<file path="src/rtl/msg_tx_scheduler.sv">
// Arbitrates the single UART transmitter between the RDM/RPM/SLM message generators.
// A source keeps the grant for its whole message, and losers are aged so they cannot starve.
module msg_tx_scheduler #(
    parameter int GAP_CYCLES     = 16,
    parameter int TIMEOUT_CYCLES = 50000,
    parameter int AGE_LIMIT      = 4
) (
    input  logic        clk_50M,
    input  logic        reset,
    input  logic [2:0]  req,
    input  logic [2:0]  byte_valid,
    input  logic [23:0] byte_data,
    input  logic [2:0]  byte_last,
    output logic [2:0]  byte_ready,
    output logic [2:0]  grant,
    output logic [7:0]  tx_data,
    output logic        tx_start,
    input  logic        tx_done,
    output logic        msg_done,
    output logic        timeout_err,
    output logic        busy
);
    localparam int TW = $clog2(TIMEOUT_CYCLES + 1);
    localparam int GW = $clog2(GAP_CYCLES + 1);

    typedef enum logic [2:0] {IDLE, FETCH, SEND, WAIT_TX, GAP} state_t;

    state_t          state, state_nx;
    logic [2:0][3:0] age_q, age_nx;
    logic [2:0]      starved, pick, winner;
    logic [TW-1:0]   tcnt;
    logic [GW-1:0]   gcnt;
    logic            last_q;
    logic            xfer, t_expired, g_expired;
    logic [7:0]      byte_sel;

    // Aged sources win first; within a class the lowest index wins.
    always_comb begin
        starved = '0;
        for (int i = 0; i < 3; i++)
            starved[i] = req[i] && (AGE_LIMIT != 0) && (age_q[i] >= 4'(AGE_LIMIT));
        pick   = (starved != '0) ? starved : req;
        winner = pick & 3'(~pick + 3'd1);
        age_nx = '0;
        for (int i = 0; i < 3; i++) begin
            if (winner[i])  age_nx[i] = 4'd0;
            else if (req[i]) age_nx[i] = (age_q[i] == 4'd15) ? 4'd15 : age_q[i] + 4'd1;
            else             age_nx[i] = 4'd0;
        end
    end

    always_comb begin
        byte_sel = 8'h00;
        for (int i = 0; i < 3; i++)
            if (grant[i]) byte_sel = byte_data[8*i +: 8];
    end

    assign xfer      = |(byte_valid & grant);
    assign t_expired = (tcnt == TW'(TIMEOUT_CYCLES - 1));
    assign g_expired = (gcnt == GW'(GAP_CYCLES - 1));

    always_ff @(posedge clk_50M) begin
        if (reset) state <= IDLE;
        else       state <= state_nx;
    end

    always_comb begin
        state_nx = state;
        case (state)
            IDLE:    if (req != 3'b000) state_nx = FETCH;
            FETCH:   if (xfer) state_nx = SEND;
                     else if (t_expired) state_nx = GAP;
            SEND:    state_nx = WAIT_TX;
            WAIT_TX: if (tx_done) state_nx = last_q ? GAP : FETCH;
            GAP:     if (g_expired) state_nx = IDLE;
            default: state_nx = IDLE;
        endcase
    end

    always_comb begin
        byte_ready = (state == FETCH) ? grant : 3'b000;
        tx_start   = (state == SEND);
        busy       = (state != IDLE);
    end

    // tx_data only moves on a byte transfer, so it is stable for the whole UART frame.
    always_ff @(posedge clk_50M) begin
        if (reset) begin
            grant       <= '0;
            tx_data     <= '0;
            last_q      <= 1'b0;
            msg_done    <= 1'b0;
            timeout_err <= 1'b0;
            age_q       <= '0;
            tcnt        <= '0;
            gcnt        <= '0;
        end else begin
            msg_done    <= 1'b0;
            timeout_err <= 1'b0;
            case (state)
                IDLE: if (req != 3'b000) begin
                    grant <= winner;
                    age_q <= age_nx;
                    tcnt  <= '0;
                end
                FETCH: begin
                    if (xfer) begin
                        tx_data <= byte_sel;
                        last_q  <= |(byte_last & grant);
                    end else if (t_expired) begin
                        timeout_err <= 1'b1;
                        grant       <= '0;
                        gcnt        <= '0;
                    end else begin
                        tcnt <= tcnt + TW'(1);
                    end
                end
                WAIT_TX: if (tx_done) begin
                    if (last_q) begin
                        msg_done <= 1'b1;
                        grant    <= '0;
                        gcnt     <= '0;
                    end else begin
                        tcnt <= '0;
                    end
                end
                GAP: gcnt <= gcnt + GW'(1);
                default: ;
            endcase
        end
    end

endmodule

</file>
<file path="config.mk">
export PLATFORM = sky130hd
export DESIGN_NAME = msg_tx_scheduler
export DESIGN_NICKNAME = d
export VERILOG_FILES = /design/src/rtl/msg_tx_scheduler.sv
export SDC_FILE = /design/constraint.sdc
export NUM_CORES = 1
export LEC_CHECK = 0
export BUFFER_PORTS_ARGS = -buffer_cell sky130_fd_sc_hd__clkbuf_2
export CORE_MARGIN = 2
export CORE_UTILIZATION = 40
export CTS_CLUSTER_DIAMETER = 40
export CTS_CLUSTER_SIZE = 12
export DETAILED_ROUTE_END_ITERATION = 6
export PLACE_DENSITY = 0.57
export SYNTH_ARGS = -nofsm -noshare
export SYNTH_HDL_FRONTEND = slang
export SYNTH_SLANG_ARGS = --single-unit
</file>
<file path="constraint.sdc">
create_clock -name clk_50M -period 2.2 [get_ports clk_50M]
set_input_delay 0.22 -clock clk_50M [delete_from_list [all_inputs] [get_ports clk_50M]]
set_output_delay 0.22 -clock clk_50M [all_outputs]
set_load 0.005 [all_outputs]
</file>
==> After elaboration in Yosys (flattened, before gate mapping) <==
Cells that the tools add are included.
{ "classes": {"n_reduce_logical": 19, "addsub": 6, "bitwise": 7, "n_eq_ne": 18, "order_cmp": 3, "muxes": 40} }
{ "op_table": {"columns": ["op", "n"], "rows": [
  ["16-bit two-way mux", 5],
  ["16-bit case mux with 3 select lines", 1],
  ["3-bit two-way mux", 13],
  ["4-bit two-way mux", 9],
  ["8-bit two-way mux", 3],
  ["5-bit two-way mux", 4],
  ["16-bit by 1-bit adder with 16-bit output (second input constant)", 1],
  ["16-bit == test (second input constant)", 1],
  ["2-bit != test (second input constant)", 8],
  ["3-bit case mux with 5 select lines", 1],
  ["5-bit case mux with 3 select lines", 1],
  ["3-bit nonzero test", 5],
  ["4-bit by 1-bit adder with 4-bit output (second input constant)", 3],
  ["4-bit == test (second input constant)", 3],
  ["4-bit by 3-bit greater-or-equal comparator with 1-bit output (second input constant)", 3],
  ["6-bit AND reduction", 2],
  ["3-bit AND", 3],
  ["3-bit case mux with 3 select lines", 1],
  ["3-bit OR reduction", 3],
  ["3-bit by 2-bit == test with 1-bit output (second input constant)", 2],
  ["5-bit by 1-bit adder with 5-bit output (second input constant)", 1],
  ["5-bit by 4-bit == test with 1-bit output (second input constant)", 1],
  ["5-bit AND reduction", 1],
  ["5-bit OR reduction", 1],
  ["other kinds (11)", 17]
]} }
{ "word_totals": {"input_bits": 36, "wordCells": 104, "register_bits": 50, "output_inout_bits": 18} }

==> Logic depth before layout (Yosys ltp) <==
Gate-level depths: netlist of run 1.
{ "depth": {"ltp_word": 9, "mapped_depth": 7, "ltp_nobuf": 6} }

==> Worst setup path before layout of run 1 <==
No wires, ideal clock.
{ "synth_path": {"kind": "register to register", "start": "register grant[0]", "end": "register tcnt[13]", "setup_ps": 122, "synth_period_minus_slack_ps": 1852, "slack_ps": 348, "t_required_ps": 2078, "path_stages_with_launch": 6, "n_path_buf": 0, "arrival_ps": 1730, "cell_sequence": "dfxtp_1 -> a222oi_1 -> and2_2 -> a21o_2 -> a21oi_1 -> a221o_1"} }
{ "synth_between": {"elab_chain_len": 4} }
{ "synth_rtl": {"columns": ["element", "line_no", "rtl"], "rows": [
  ["start: declaration", "15", "output logic [2:0] grant,"],
  ["start signal: assignment", "102", "grant <= winner;"],
  ["3-bit AND", "58", "assign xfer = |(byte_valid & grant);"],
  ["3-bit OR reduction", "58", null],
  ["2-bit != test (no source line)", null, null],
  ["6-bit AND reduction (no source line)", null, null],
  ["end signal: assignment", "115", "tcnt <= tcnt + TW'(1);"],
  ["end: declaration", "31", "logic [TW-1:0] tcnt;"]
]} }
No other way between the ends.
A chain may end at the register's enable or synchronous reset.

==> Worst setup path in the final report of run 1 <==
{ "layout_path": {"start": "register tcnt[0]", "end": "register gcnt[1]"} }
{ "layout_between": {"elab_chain_len": 3} }
{ "layout_rtl": {"columns": ["element", "line_no", "rtl"], "rows": [
  ["16-bit == test", "59", "assign t_expired = (tcnt == TW'(TIMEOUT_CYCLES - 1));"],
  ["2-bit != test (no source line)", null, null],
  ["5-bit AND reduction (no source line)", null, null],
  ["end signal: assignment", "127", "GAP: gcnt <= gcnt + GW'(1);"],
  ["end: declaration", "32", "logic [GW-1:0] gcnt;"]
]} }
No other way between the ends.

==> results of run 1 <==
==> cells in the mapped netlist (3+ instances only) <==
master	instances
mux2i_1	8
a211o_1	3
nand3b_1	5
o21ai_0	22
nor3_1	19
nor2b_1	4
and3_1	10
clkbuf_1	13
nor4_1	5
nand2b_1	7
ha_1	6
a21oi_1	26
dfxtp_1	50
nand4_1	3
buf_2	3
a211oi_1	8
nand3_1	8
a311oi_1	4
and2_1	5
inv_1	6
a22oi_1	12
o21a_1	3
nand2_1	33
nor2_1	31
==> repair_timing <==
item | 4_1_cts | 5_1_grt
resized for setup | 0 | 1
endpoints found under the setup margin | 0 | 7
hold buffers | 0 | 0
setup buffers | 0 | 1
==> cells by family (layout without fill, tap and decap cells) <==
| family | after synthesis | in the layout |
|---|---|---|
| AOI/OAI and AO/OA | 102 | 102 |
| adders and majority gates | 6 | 6 |
| buffers and inverters | 22 | 80 |
| DFF | 50 | 50 |
| muxes | 8 | 8 |
| and+or+nand+nor | 143 | 143 |
==> stage by stage <==
step           area [sq um]  util, %  power, mW  cells  hold WS, ns
6_report               3170     49.6       2.02    466        0.182
3_5_place_dp           3050     47.7       1.42    457        0.464
5_1_grt                3170     49.6       2.14    466        0.191
4_1_cts                3150     49.3       2.03    465        0.186
3_3_place_gp           3050     47.7       1.43    457        0.452
2_1_floorplan          2660        -       1.26    331        0.370
==> layout make-up <==
class                   count  area [sq um]  area share (%)
multi-input cells         259          1580            49.8
flip-flops and latches     50          1000            31.6
repair buffers             66           363            11.5
clock buffers               7          96.3            3.04
well taps                  77          96.3            3.04
inverters                   6          22.5           0.711
clock inverters             1          8.76           0.277
==> sequential cells by signal, summed over array words and instances (netlist names) <==
name,cells
tcnt,16
age_q,12
tx_data,8
gcnt,5
grant,3
state,3
last_q,1
msg_done,1
timeout_err,1
==> how the worst max path moves through the flow <==
stage,startpoint,endpoint,slack [ns],cells past startpoint
after global routing,tcnt[0]$_SDFFE_PP0P_,gcnt[1]$_SDFFE_PP0P_,0.07,6
final,tcnt[0]$_SDFFE_PP0P_,gcnt[1]$_SDFFE_PP0P_,0.24,6
after detailed placement,tcnt[0]$_SDFFE_PP0P_,tcnt[12]$_SDFFE_PP0P_,0.24,6
after CTS,tcnt[0]$_SDFFE_PP0P_,tcnt[12]$_SDFFE_PP0P_,0.19,6
after global placement,tcnt[0]$_SDFFE_PP0P_,gcnt[1]$_SDFFE_PP0P_,0.29,6
after floorplan,grant[0]$_SDFFE_PP0P_,tcnt[13]$_SDFFE_PP0P_,0.35,5
==> layer usage <==
layer	wire length [um]	vias to the layer above	share of wire (%)
met2	3100	46	47
li1	-	1352	-
met1	3190	1172	48
met4	114	0	1.7
met3	221	10	3.3
met5	0	-	0
==> power groups by stage <==
stage / clock [mW] / combinational (mW) / sequential (mW)
floorplan: 0 / 0.283 / 0.972
finish: 0.610 / 0.445 / 0.963
CTS: 0.628 / 0.442 / 0.963
global route: 0.673 / 0.500 / 0.968
detailed placement: 0 / 0.439 / 0.984
global placement: 0 / 0.442 / 0.984
==> worst reg2reg max path: cells and delay by family (launching register included) <==
kind | cells | cell delay [ns]
DFF | 1 | 0.40
adders and majority gates | 1 | 0.23
AOI/OAI and AO/OA | 2 | 0.52
and+or+nand+nor | 3 | 0.68
==> summary.txt, run 1 <==
Run status
  • Outcome: finished clean

Worst setup path
  • Reg2reg end: gcnt[1]$_SDFFE_PP0P_
  • Critical Path AT: 2.14 ns
  • CP endpoint kind: flip-flop
  • Crit-path leading delay family: simple AND/OR/NAND/NOR gates
  • CP Cell Sequence: ha_1 > and4b_1 > and4_1 > nand2_1 > a21oi_1 > o32ai_1
  • Max incr delay on CP: about 0.4 ns
  • CP max-delay cell: dfxtp_1
  • Reg-to-Reg Start: tcnt[0]$_SDFFE_PP0P_
  • R2r worst-path depth: 6
  • Sum of buffers and inverters on the critical path: 0
  • R2r setup slk: 0.24 ns
  • CP required: around 2.4 ns
  • Critical path fanouts, max: 6
  • CP Launch Type: flip-flop
  • Setup CP Type: reg2reg

Synthesis
  • Netlist Area Pre-Place: 0.00266 sq mm
  • Mux share of post-synthesis cell area: 3.01%
  • Synth Area in Compound Gates: 25.9%
  • Synth Register Bits: 50
  • Synth Instances: between 300 and 400
  • Async SR Flop Fraction: 0%
  • Average cell area after synthesis: 8.03 sq um
  • Synth area leaders: dfxtp_1 (38%), a21oi_1 (4.9%), nand2_1 (4.7%), nor2_1 (4.4%), o21ai_0 (4.1%)
  • Synth area leader: dfxtp_1
  • Simple-Gate Fraction of Synth Area: 27.3%
  • Post-synthesis adder-cell area fraction: between 2 and 3%
  • Synth cell types: 53
  • Synth warn: 0
  • Most used flip-flop cell after synthesis: dfxtp_1
  • Synth Area in XOR/XNOR: 0%
  • Seq/Total Area, Yosys: 37.7%
  • Number of flops mapped to enable cells by yosys: 0
  • Synth Net Count: 373
  • Main combinational cell family by area after synthesis: simple AND/OR/NAND/NOR gates
  • Top cell type's share of synthesized area: between 30 and 40%

Global route
  • Global routing met2 resource utilization: slightly above 30%
  • Vias in the first global route: ~2.4k
  • Met1 usage: 24.7%
  • Grt peak-use layer: met2
  • GRT Overall Usage: 18.6%
  • Total global routing overflow: 0
  • Met3 GRT Util: under 10%
  • Largest net degree at the start of global routing: 22
  • Antenna violations before repair: 0
  • First-pass GRT wire length: roughly 11 mm

Clock network
  • Root Buffer: clkbuf_8
  • Worst skew pair latency: 0.31 ns
  • CTS buffer count: 5
  • # H-tree levels: 2
  • Clk slew on worst S/H paths: 0.10 ns
  • CTS sink count: 50
  • CTS tree: built
  • Clock buffer depth: 2

Placement
  • Port Buf Inserts: 53
  • Placer Congestion: 0.826
  • DP Worst Slack: 0.241 ns
  • DP HPWL: a little under 5 mm

Min path
  • Hold Startpoint: tx_done
  • Hold Path Depth: 3
  • Worst Hold End: msg_done$_SDFF_PP0_
  • Worst hold path class: in2reg

STA
  • Fmax: 511 MHz
  • RSZ-0062 raised after global routing: false
  • Final max-slew violation count: 0
  • Worst Tran Pin Value: 0.606 ns
  • Final worst path period share: 89.0%
  • Rel. slew slack: 59.5%
  • Final hold vios: 0
  • Final setup margin: 0.242 ns
  • # setup viols final: 0
  • Minimum clock period: roughly 2.0 ns
  • Setup tns final: 0 ns
  • Clock skew: roughly 0.0068 ns

Pwr
  • Peak VDD IR: 0.000320 V
  • Pleak: approximately 1.3 nW
  • Psw: 0.629 mW
  • Gate power share: 22.0%
  • Sequential fraction of design power: 47.7%
  • Sw Share: between 30% and 40%
  • Cell Int Power: 1.39 mW
  • Power per cell area: about 640 mW/mm^2
  • Clock power share: a little under a third

Final layout
  • Ant diodes: 0
  • # nets final: 430
  • Filler cell count: 634
  • Layout cells sized above 1: a little over a fifth
  • Commonest non-fill, non-tap cell in the layout: clkbuf_2
  • Most frequent cells in the layout: clkbuf_2 (53), dfxtp_1 (50), nand2_1 (33)
  • Synth-to-Final Area Change: 19.1%

Die
  • I/O pins: 54
  • # rows: 29
  • Initial Util: 41.6%
  • DIE AREA: 0.00731 sq mm
  • Die Span Y: between 80 and 90 um
  • Core Region: around 0.0064 sq mm
  • Die W: 85.5 um

Routing
  • Vias/cell: between 5 and 6
  • Final ANT Viol Nets: 0
  • Drt first pass iters: 6
  • DR iter-0 viols: around 170
  • Drt wl/cell: 14.2 um
  • Via count: between 2k and 3k
  • Routed WL: 6.63 mm
  • DRC violations left: 0

Job
  • Max-cap viol count: 0
(Power assumes the default switching activity.)
==> run 2: changes to the inputs <==
--- a/config.mk
+++ b/config.mk
@@ -5,13 +5,15 @@
 export SDC_FILE = /design/constraint.sdc
 export NUM_CORES = 1
 export LEC_CHECK = 0
+export ABC_AREA = 1
 export BUFFER_PORTS_ARGS = -buffer_cell sky130_fd_sc_hd__clkbuf_2
 export CORE_MARGIN = 2
 export CORE_UTILIZATION = 40
 export CTS_CLUSTER_DIAMETER = 40
 export CTS_CLUSTER_SIZE = 12
 export DETAILED_ROUTE_END_ITERATION = 6
-export PLACE_DENSITY = 0.57
+export PLACE_DENSITY = 0.56
+export REMOVE_ABC_BUFFERS = 1
 export SYNTH_ARGS = -nofsm -noshare
 export SYNTH_HDL_FRONTEND = slang
 export SYNTH_SLANG_ARGS = --single-unit
==> run 2 against run 1 <==
Worst hold slack better by 0.0041 ns. Sequential power rose by 11%. Sequential share of layout area decreased by 2.6 points. Highest routed layer unchanged. Power grew 43%. Final area increased by 9.1%. Via count rose by 17%. Largest power group is now combinational logic. First-iteration DRC count decreased by 9.9%. Die area up 12%. Critical path depth grew 3. Setup slack better by 0.21 ns. Routed wire length grew 16%.
==> summary.txt, run 2 <==
Final layout
  • Most frequent cells in the layout: nand2_1 (123), clkbuf_2 (53), inv_1 (50), a21oi_1 (50), dfxtp_1 (50)
  • Ant diodes: 0 (unchanged)
  • Final Cell Area: 0.00345 sq mm (+9.1%)
  • # nets final: 553 (+29%)
  • Synth-to-Final Area Change: 15.0%
  • Biggest regs: tcnt (16), age_q (12), tx_data (8)
  • Commonest non-fill, non-tap cell in the layout: nand2_1
  • Final Util: 47.6% (-2.0 points)
  • Layout cells sized above 1: 19.9% (-0.90 points)
  • Largest register FFs: 16 (unchanged)
  • Final Non-Filler Cells: 611 (+31%)
  • Biggest register: tcnt

Routing
  • Drt wl/cell: 12.5 um (-12%)
  • DR iter-0 viols: 155 (-9.9%)
  • Via count: 3017 (+17%)
  • Drt first pass iters: 6 (unchanged)
  • Routed WL: 7.67 mm (+16%)
  • Vias/cell: 4.94 (-11%)
  • DRC violations left: 0 (unchanged)
  • Final ANT Viol Nets: 0 (unchanged)

Die
  • # rows: 31 (+6.9%)
  • Core Region: 0.00725 sq mm (+14%)
  • Die Span Y: 90.6 um (+6.0%)
  • Die W: 90.6 um (+6.0%)
  • I/O pins: 54 (unchanged)
  • Initial Util: 41.4% (-0.23 points)
  • DIE AREA: 0.00821 sq mm (+12%)

Synthesis
  • Synth warn: 0 (unchanged)
  • Synth Area in XOR/XNOR: 1.17% (+1.2 points)
  • Top cell type's share of synthesized area: 33.3% (-4.3 points)
  • Post-synthesis adder-cell area fraction: 2.50% (-0.32 points)
  • Commonest cells post-synth: nand2_1 (123), a21oi_1 (50), dfxtp_1 (50), inv_1 (50), nor2_1 (37)
  • Synth Register Bits: 50 (unchanged)
  • Number of flops mapped to enable cells by yosys: 0 (unchanged)
  • Async SR Flop Fraction: 0% (unchanged)
  • Seq/Total Area, Yosys: 33.3% (-4.3 points)
  • Synth Instances: 458 (+38%)
  • Mux share of post-synthesis cell area: 0% (-3.0 points)
  • Netlist Area Pre-Place: 0.00300 sq mm (+13%)
  • Synth cell types: 32 (-40%)
  • Most used flip-flop cell after synthesis: dfxtp_1
  • Synth Area in Compound Gates: 14.2% (-12 points)
  • Main combinational cell family by area after synthesis: simple AND/OR/NAND/NOR gates
  • Synth area leader: dfxtp_1
  • Synth area leaders: dfxtp_1 (33%), nand2_1 (15%), a21oi_1 (8.3%), inv_1 (6.3%), nand3_1 (5.5%)
  • Most frequent cell after synthesis: nand2_1
  • Simple-Gate Fraction of Synth Area: 39.8% (+12 points)
  • Average cell area after synthesis: 6.55 sq um (-18%)

Worst setup path
  • CP Launch Type: flip-flop
  • Critical path fanouts, max: 19 (+13)
  • Setup CP Type: reg2reg
  • CP endpoint kind: flip-flop
  • Critical Path AT: 1.93 ns (-0.21 ns)
  • CP required: 2.39 ns (about the same)

Clock network
  • CTS buffer count: 5 (unchanged)
  • Postcts setup bufs: 0 (unchanged)
  • Root Buffer: clkbuf_8
  • Worst skew pair latency: 0.31 ns (about the same)
  • CTS tree: built
  • CTS Hold Bufs: 0 (unchanged)
  • CTS sink count: 50 (unchanged)
  • Clock buffer depth: 2 (unchanged)
  • # resized after CTS: 0 (unchanged)
  • # H-tree levels: 2 (unchanged)
  • Clk slew on worst S/H paths: 0.09 ns (about the same)

Pwr
  • Power per cell area: 836 mW/mm^2 (+31%)
  • Pwr Total: 2.89 mW (+43%)
  • Pleak: 1.59 nW (+23%)
  • Peak VDD IR: 0.000273 V (-15%)

STA
  • Hold WS: 0.186 ns (+0.00407 ns)
  • Fmax: 573 MHz (+12%)
  • Final max-slew violation count: 0 (unchanged)
  • Final worst path period share: 79.3% (-9.7 points)
  • Worst Tran Pin Value: 0.681 ns (+0.0756 ns)
  • Clock skew: 0.00857 ns (+0.00178 ns)
  • Final setup margin: 0.456 ns (+0.213 ns)
  • Minimum clock period: 1.74 ns (-0.213 ns)
  • Rel. slew slack: 54.5% (-5.0 points)
  • RSZ-0062 raised after global routing: false
  • Setup tns final: 0 ns (unchanged)
  • # setup viols final: 0 (unchanged)
  • Final hold vios: 0 (unchanged)

Global route
  • Antenna violations before repair: 0 (unchanged)
  • Largest net degree at the start of global routing: 31 (+41%)
  • First-pass GRT wire length: 13.2 mm (+19%)
  • Total global routing overflow: 0 (unchanged)
  • Vias in the first global route: 2762 (+17%)
  • GRT Overall Usage: 19.5% (+0.91 points)

Placement
  • Post-DP Area: 0.00336 sq mm (+10%)
  • Placed insts: 603 (+32%)
  • DP Worst Slack: 0.458 ns (+0.217 ns)
  • Placer Congestion: 0.782 (-5.2%)
  • DP HPWL: 5.78 mm (+18%)
  • Port Buf Inserts: 53 (unchanged)

Min path
  • Worst hold path class: in2reg

Job
  • Max-cap viol count: 0 (unchanged)

Run status
  • Outcome: finished clean
==> run 2: kinds of logic (layout without fill, tap and decap cells) <==
| logic type | count (synthesis) | in the layout |
|---|---|---|
| adder cells (fa/ha/maj) | 6 | 6 |
| AND/OR/NAND/NOR | 249 | 249 |
| XOR/XNOR | 4 | 4 |
| AO/OA/AOI/OAI | 82 | 82 |
| buffers and inverters | 67 | 121 |
| flip-flops | 50 | 50 |
==> run 2: path summary, 6_finish.rpt <==
check | startpoint | to | slack [ns] | cells after the start
worst max-delay path | state[2]$_SDFFE_PP0P_ | gcnt[4]$_SDFFE_PP0P_ | 0.46 | 9
worst min-delay path | byte_last[1] | last_q$_SDFFE_PP0P_ | 0.19 | 3
worst max register to register | state[2]$_SDFFE_PP0P_ | gcnt[4]$_SDFFE_PP0P_ | 0.46 | 9
worst min register to register | gcnt[3]$_SDFFE_PP0P_ | gcnt[3]$_SDFFE_PP0P_ | 0.47 | 2
==> run 2: layout make-up <==
class,count,area (sq um)
sequential,50,1000
inverter,56,211
clock buffer,7,86.3
multi-input combinational,341,1730
clock inverter,1,5.00
tap,99,124
fill,779,3800
timing repair buffer,57,295
==> run 2: where the power goes <==
part / total [mW] / switching [mW] / internal, mW
combinational: 1.25 / 0.843 / 0.409
sequential: 1.07 / 0.0780 / 0.992
clock: 0.564 / 0.309 / 0.255
total: 2.89 / 1.23 / 1.66
==> run 2: worst max-delay path: stages (launching register included) <==
cell      delay (ns)
dfxtp_1         0.38
inv_2           0.07
nand2_2         0.15
nor2_4          0.08
nand2_4         0.16
clkinv_2        0.25
nor2_1          0.22
nand3b_2        0.16
nand2_1         0.09
a21oi_1         0.06
==> run 2: layer usage <==
metal / up-vias / track usage [%] / routed length (um)
met5: - / 0 / 0
met4: 0 / 5.38 / 100
met3: 8 / 4.26 / 405
met2: 74 / 31.4 / 3340
met1: 1328 / 26.3 / 3820
li1: 1607 / - / -
